[config.mk]
export PLATFORM = sky130hd
export DESIGN_NAME = seq_multiplier
export DESIGN_NICKNAME = d
export VERILOG_FILES = /design/src/rtl/seq_multiplier.sv
export SDC_FILE = /design/constraint.sdc
export NUM_CORES = 1
export LEC_CHECK = 0
export CELL_PAD_IN_SITES_DETAIL_PLACEMENT = 1
export CELL_PAD_IN_SITES_GLOBAL_PLACEMENT = 2
export CORE_MARGIN = 2
export CORE_UTILIZATION = 34
export CTS_BUF_LIST = sky130_fd_sc_hd__clkbuf_16
export CTS_CLUSTER_SIZE = 14
export DETAILED_ROUTE_END_ITERATION = 16
export GPL_TIMING_DRIVEN = 1
export PLACE_DENSITY_LB_ADDON = 0.1
export RECOVER_POWER = 100
export SETUP_SLACK_MARGIN = 0.3
export SYNTH_ARGS = -nofsm -noshare
export SYNTH_HDL_FRONTEND = slang
export SYNTH_SLANG_ARGS = --single-unit
[constraint.sdc]
create_clock -name clk -period 3 [get_ports clk]
set_clock_uncertainty 0.2 [all_clocks]
set_input_delay 0.6 -clock clk [delete_from_list [all_inputs] [get_ports clk]]
set_output_delay 0.6 -clock clk [all_outputs]
set_load 0.01 [all_outputs]
[src/rtl/seq_multiplier.sv]
// Iterative shift-add multiplier: one multiplier bit per clock, unsigned or
// two's complement operands, full 2*WIDTH-bit product, start/ready handshake.
module seq_multiplier #(
  parameter int WIDTH = 8
) (
  input  logic               clk,
  input  logic               reset,
  input  logic               sign,
  input  logic               start,
  input  logic [WIDTH-1:0]   multiplicand,
  input  logic [WIDTH-1:0]   multiplier,
  output logic [2*WIDTH-1:0] product,
  output logic               busy,
  output logic               ready
);

  localparam int PW = 2 * WIDTH;
  localparam int CW = $clog2(WIDTH + 1);

  typedef enum logic [1:0] {
    IDLE = 2'd0,
    RUN  = 2'd1,
    FIN  = 2'd2
  } state_e;

  // Conditional two's-complement negate; also yields |x| of a sign-extended operand.
  function automatic logic [PW-1:0] negate_if(input logic [PW-1:0] v, input logic neg);
    return neg ? (~v + PW'(1)) : v;
  endfunction

  state_e          state;
  logic [PW-1:0]   mag_a;
  logic [PW-1:0]   mag_b;
  logic [PW-1:0]   acc;
  logic [CW-1:0]   count;
  logic            neg;

  logic [PW-1:0]   ext_a, ext_b;
  logic [PW-1:0]   abs_a, abs_b;

  // Operand magnitudes, taken at the full product width so -2^(W-1) stays exact.
  always_comb begin
    ext_a = sign ? {{WIDTH{multiplicand[WIDTH-1]}}, multiplicand}
                 : {{WIDTH{1'b0}}, multiplicand};
    ext_b = sign ? {{WIDTH{multiplier[WIDTH-1]}}, multiplier}
                 : {{WIDTH{1'b0}}, multiplier};
    abs_a = negate_if(ext_a, sign & multiplicand[WIDTH-1]);
    abs_b = negate_if(ext_b, sign & multiplier[WIDTH-1]);
  end

  // NOTE: all state is assigned with <= so every register sees pre-edge values;
  // the FIN write-back and a same-edge restart therefore never race.
  always_ff @(posedge clk) begin
    if (reset) begin
      state   <= IDLE;
      product <= '0;
      ready   <= 1'b0;
      busy    <= 1'b0;
      mag_a   <= '0;
      mag_b   <= '0;
      acc     <= '0;
      count   <= '0;
      neg     <= 1'b0;
    end else begin
      ready <= 1'b0;

      // The finished result is delivered even if a new start arrives this cycle.
      if (state == FIN) begin
        product <= negate_if(acc, neg);
        ready   <= 1'b1;
      end

      if (start) begin
        // Restart from any state; an aborted RUN never reaches the write-back.
        mag_a <= abs_a;
        mag_b <= abs_b;
        neg   <= sign & (multiplicand[WIDTH-1] ^ multiplier[WIDTH-1]);
        acc   <= '0;
        count <= CW'(WIDTH);
        busy  <= 1'b1;
        state <= RUN;
      end else begin
        case (state)
          IDLE: begin
            busy <= 1'b0;
          end
          RUN: begin
            // mag_a is pre-shifted each step instead of shifting by WIDTH-count.
            if (mag_b[0]) acc <= acc + mag_a;
            mag_a <= mag_a << 1;
            mag_b <= mag_b >> 1;
            count <= count - CW'(1);
            if (count == CW'(1)) state <= FIN;
          end
          FIN: begin
            busy  <= 1'b0;
            state <= IDLE;
          end
          default: begin
            busy  <= 1'b0;
            state <= IDLE;
          end
        endcase
      end
    end
  end

endmodule

==> After elaboration in Yosys (flattened, before gate mapping) <==
Cells that the tools add are included.
{ "classes": {"n_reduce_logical": 6, "muxes": 17, "add_sub_neg": 5, "n_bitwise": 8, "eq_ne": 7} }
{ "ops": {"columns": ["op", "count"], "rows": [
  ["$mux W16", 9],
  ["$add A16 B1 Y16 const B", 3],
  ["$not A16 Y16", 3],
  ["$add A16 B16 Y16", 1],
  ["$mux W4", 2],
  ["$ne A2 B2 Y1 const B", 3],
  ["$reduce_and A2 Y1", 3],
  ["$eq A4 B1 Y1 const B", 1],
  ["$mux W1", 4],
  ["$pmux W2 S2", 1],
  ["$sub A4 B1 Y4 const B", 1],
  ["$and A1 B1 Y1", 3],
  ["$ne A3 B3 Y1 const B", 1],
  ["$eq A2 B1 Y1 const B", 1],
  ["$eq A2 B2 Y1 const B", 1],
  ["$logic_not A2 Y1", 1],
  ["$mux W2", 1],
  ["$reduce_bool A2 Y1", 1],
  ["$reduce_or A2 Y1", 1],
  ["$not A1 Y1", 1],
  ["$xor A1 B1 Y1", 1]
]} }
{ "totals": {"regBits": 73, "out_inout_bits": 18, "in_bits": 20} }

==> Logic depth before layout (Yosys ltp) <==
{ "depth": {"ltp_word": 5, "ltp_mapped": 8} }

==> Worst setup path before layout <==
No wires, ideal clock.
{ "synth_path": {"path_type": "reg-to-reg", "start": "register acc[2]", "end": "register product[13]", "t_required_ns": 2.714, "stages_incl_launch_ff": 7, "setup_slack_ns": 0.595, "setup_ns": 0.086, "arrival_ns": 2.120, "path_cell_list": "dfxtp_1 -> or4_4 -> or3_1 -> or3_4 -> o31ai_1 -> xor2_1 -> a211oi_1"} }
{ "synth_between": {"elab_chain_len": 3} }
{ "synth_rtl": {"columns": ["item", "line", "text"], "rows": [
  ["from (decl)", "34", "logic [PW-1:0] acc;"],
  ["from (signal assigned)", "89", "if (mag_b[0]) acc <= acc + mag_a;"],
  ["$not A16 Y16", "28", "return neg ? (~v + PW'(1)) : v;"],
  ["$add A16 B1 Y16", "28", null],
  ["$mux W16", "28", null],
  ["to (signal assigned)", "69", "product <= negate_if(acc, neg);"],
  ["to (decl)", "12", "output logic [2*WIDTH-1:0] product,"]
]} }
No other way between the ends.
A chain may end at the register's enable or synchronous reset.

==> Worst setup path after layout <==
{ "layout_path": {"start": "register acc[2]", "end": "register product[15]"} }
The elaborated chain is that of the path after synthesis.

==> flow_metrics.py <==
metrics = {
    "outcome": {
        "status": "completed",
    },
    "placement": {
        "port-buffer-count": 37,
        "gp_congestion": 0.834,
        "placedInstanceArea_sq_um": 4510,
        "detailedPlacementHpwl_um": 7830,
        "dpl.cell_count": 682,
    },
    "setup_path": {
        "reg2reg_to": "product[15]$_SDFFE_PP0P_",
        "startpoint_type": "register",
        "worstReg2RegStart": "acc[2]$_SDFFE_PP0P_",
        "critical_path_arrival_ns": 2.71,
        "critPathSlowestCell": "sky130_fd_sc_hd__or4_1",
        "required_ns": 3.04,
        "crit_path_max_incr_delay_ns": 0.61,
        "criticalPathCategory": "reg -> reg",
        "reg2reg_setup_slack_ns": 0.33,
        "worst_r2r_path_depth": 6,
        "worst_path_fanout_max": 6,
        "worstPathBufferInverterCount": 0,
        "setup.worst_path.end_class": "register",
        "crit_path_frequent_cell": "sky130_fd_sc_hd__or3_1",
        "cpLargestDelayFamily": "simple AND/OR/NAND/NOR gates",
        "path_cells": "or4_1 -> or3_1 -> or3_1 -> o31ai_1 -> xor2_1 -> a211oi_1",
    },
    "job": {
        "max_cap_violations": 0,
    },
    "yosys": {
        "synthDistinctLibCells": 46,
        "synth_simple_gate_area_share_pct": 22.3,
        "synth.yosys.seq_area_share_pct": 36.7,
        "yosysWarningCount": 0,
        "synth_nets": 560,
        "synthesis.instances": 519,
        "post_synth_xor_area_fraction_pct": 7.26,
        "synth-main-ff-cell": "sky130_fd_sc_hd__dfxtp_1",
        "synth_adder_area_share_pct": 6.79,
        "synth_enable_flop_cells": 0,
        "synth_async_sr_flop_share_pct": 0,
        "synth_area_per_cell_sq_um": 7.67,
        "synth_top_family_by_area": "compound AO/OA/AOI/OAI gates",
        "mapped_cell_area_sq_um": 3980,
        "ys_ff_latch": 73,
        "synth_compound_area_share_pct": 22.3,
        "muxShareOfSynthArea_pct": 0.754,
    },
    "die": {
        "io-pin-count": 38,
        "initial_cell_density_of_the_core_pct": 34.9,
        "die_outline_width_um": 112,
        "floorplan.rows": 39,
        "die_height_um": 112,
        "die-area_sq_um": 12600,
        "floorplan.core_area_sq_um": 11400,
    },
    "timing": {
        "relSlewSlack_pct": 30.2,
        "period_needed_ns": 2.67,
        "worst_slew_pin_slew_ns": 1.05,
        "fmax_ghz": 0.374,
        "fin_hold_ws_ns": 0.248,
        "finalSetupTns_ns": 0,
        "final_hold_violation_count": 0,
        "grt_setup_unrepaired": "no",
        "layout_worst_path_cycle_share_pct": 89.0,
        "final-setup-viol-count": 0,
        "timing_max_transition_violations_final": 0,
    },
    "finish": {
        "area_growth_from_synthesis_to_final_layout_pct": 19.6,
        "final_cell_count_without_fillers": 698,
        "n_antenna_cell": 0,
        "fraction_of_layout_instances_using_a_drive_strength_above_1_pct": 4.50,
        "post-route-cell-area_sq_um": 4760,
        "final_net_count": 591,
    },
    "routing": {
        "dr.pass1.iters": 4,
        "wl_per_cell_um": 15.3,
        "post_drt_via_cell_ratio": 5.30,
        "drt-total-wl_um": 10700,
        "vias": 3702,
        "final_antenna_net_count": 0,
        "drc_violations_left": 0,
        "detail_route.iter0.violations": 112,
    },
    "worst_hold_path": {
        "worstHoldPathType": "reg -> reg",
        "whs_endpoint": "product[5]$_SDFFE_PP0P_",
        "hold_path_startpoint": "product[5]$_SDFFE_PP0P_",
        "min_path_cells": 2,
    },
    "clock_network": {
        "htreeDepth": 3,
        "cts-root-to-sink-buffers": 2,
        "worst_skew_pair.late_latency_ns": 0.34,
        "postCtsHoldBufs": 0,
        "ctsRootBufferMaster": "sky130_fd_sc_hd__clkbuf_16",
        "post_cts_resized": 0,
        "clkSlewWorstSetupHoldPaths_ns": 0.06,
        "cts_post_setup_buffers_inserted": 0,
        "numCtsBuffers": 9,
        "clock_sinks": 73,
        "tritoncts": "yes",
    },
    "power_and_ir_drop": {
        "power.density_nw_per_um2": 467,
        "vdd.ir_drop.worst_v": 0.000251,
        "static-leakage-power_nw": 1.91,
        "post-layout-total-power_mw": 2.22,
    },
    "grt": {
        "first_global_vias": 3752,
        "grt_first_pass_wirelength_um": 18100,
        "grt_antenna_before_repair": 0,
        "grt_max_degree": 39,
        "tot_gr_track_use_pct": 17.9,
        "grt_overflow": 0,
    },
}
-- cell type report --
cell class / instances / area [sq um]
well taps: 143 / 179
repair buffers: 47 / 433
inverters: 14 / 52.6
flip-flops and latches: 73 / 1460
clock inverters: 7 / 53.8
fillers: 1408 / 6660
multi-input cells: 405 / 2350
clock buffers: 9 / 225
-- power by group --
part,switching [mW],leakage (nW),total [mW],internal [mW]
clock,0.444,0.128,1.01,0.565
combinational,0.122,1.19,0.202,0.0807
sequential,0.0195,0.592,1.01,0.991
-- cells in the final DEF (no fill, tap or decap), types with 12 or more instances in the layout --
master                            count
sky130_fd_sc_hd__ha_1                20
sky130_fd_sc_hd__a211oi_1            16
sky130_fd_sc_hd__dlygate4sd3_1       20
sky130_fd_sc_hd__o21ai_0             16
sky130_fd_sc_hd__clkdlybuf4s50_1     17
sky130_fd_sc_hd__inv_1               14
sky130_fd_sc_hd__xor2_1              18
sky130_fd_sc_hd__dfxtp_1             73
sky130_fd_sc_hd__a21oi_1             73
sky130_fd_sc_hd__nand2_1             99
sky130_fd_sc_hd__nor2_1              48
sky130_fd_sc_hd__xnor2_1             15
sky130_fd_sc_hd__nand3_1             12
-- cell families (layout without fill, tap and decap cells) --
group,after synthesis,in the layout
AOI/OAI and AO/OA,146,146
xor gates and xnor gates,33,33
adders and majority gates,21,21
buffers and inverters,41,77
DFF,73,73
muxes,3,3
and+or+nand+nor,202,202
-- tightest hold or removal path, stage by stage, from the launching register on --
cell	delay, ns
sky130_fd_sc_hd__dfxtp_1	0.31
sky130_fd_sc_hd__nand2_1	0.05
sky130_fd_sc_hd__a21oi_1	0.05
-- layer usage --
layer | wire [um] | vias up | track usage, %
li1 | - | 1877 | -
met1 | 5090 | 1767 | 21.9
met2 | 5130 | 42 | 30.9
met3 | 274 | 16 | 3.46
met4 | 195 | 0 | 6.99
met5 | 0 | - | 0
-- how the worst max path moves through the flow --
stage                             start                        to  slack [ns]  cells past startpoint
global route        acc[0]$_SDFFE_PP0P_      acc[10]$_SDFFE_PP0P_        0.22                      8
global placement    acc[0]$_SDFFE_PP0P_      acc[10]$_SDFFE_PP0P_        0.45                      8
CTS                 acc[0]$_SDFFE_PP0P_      acc[10]$_SDFFE_PP0P_        0.40                      8
finish              acc[2]$_SDFFE_PP0P_  product[15]$_SDFFE_PP0P_        0.33                      6
floorplan           acc[2]$_SDFFE_PP0P_  product[13]$_SDFFE_PP0P_        0.59                      6
detailed placement  acc[0]$_SDFFE_PP0P_      acc[10]$_SDFFE_PP0P_        0.41                      8
-- registers in the layout (all words and copies together), names as in the netlist --
| register | cells |
|---|---|
| acc | 16 |
| busy | 1 |
| count | 4 |
| mag_a | 16 |
| mag_b | 16 |
| neg | 1 |
| product | 16 |
| ready | 1 |
| state | 2 |
-- synthesized netlist by cell type, types with 3 or more instances --
cell	number	area, sq um
sky130_fd_sc_hd__nand2_1	99	372
sky130_fd_sc_hd__a21oi_1	73	365
sky130_fd_sc_hd__dfxtp_1	73	1460
sky130_fd_sc_hd__nor2_1	48	180
sky130_fd_sc_hd__clkbuf_1	20	75.1
sky130_fd_sc_hd__ha_1	20	250
sky130_fd_sc_hd__xor2_1	18	158
sky130_fd_sc_hd__a211oi_1	16	120
sky130_fd_sc_hd__o21ai_0	16	80.1
sky130_fd_sc_hd__xnor2_1	15	131
sky130_fd_sc_hd__inv_1	14	52.6
sky130_fd_sc_hd__nand3_1	12	60.1
sky130_fd_sc_hd__a31oi_1	8	50.1
sky130_fd_sc_hd__and3_1	8	50.1
sky130_fd_sc_hd__buf_1	7	26.3
sky130_fd_sc_hd__nor3_1	7	35.0
sky130_fd_sc_hd__a21o_1	6	45.0
sky130_fd_sc_hd__o31ai_1	5	37.5
sky130_fd_sc_hd__or3_1	5	31.3
sky130_fd_sc_hd__and2_1	4	25.0
sky130_fd_sc_hd__nand2b_1	4	25.0
sky130_fd_sc_hd__mux2i_1	3	30.0
sky130_fd_sc_hd__nor2b_1	3	18.8
sky130_fd_sc_hd__nor4_1	3	18.8
-- stage by stage --
stage | setup slack [ns] | utilization (%)
after floorplan | 0.595 | -
after global placement | 0.454 | 39.5
after detailed placement | 0.407 | 39.5
after CTS | 0.396 | 41.9
after global routing | 0.215 | 41.7
final | 0.329 | 41.7
(Power assumes the default switching activity.)
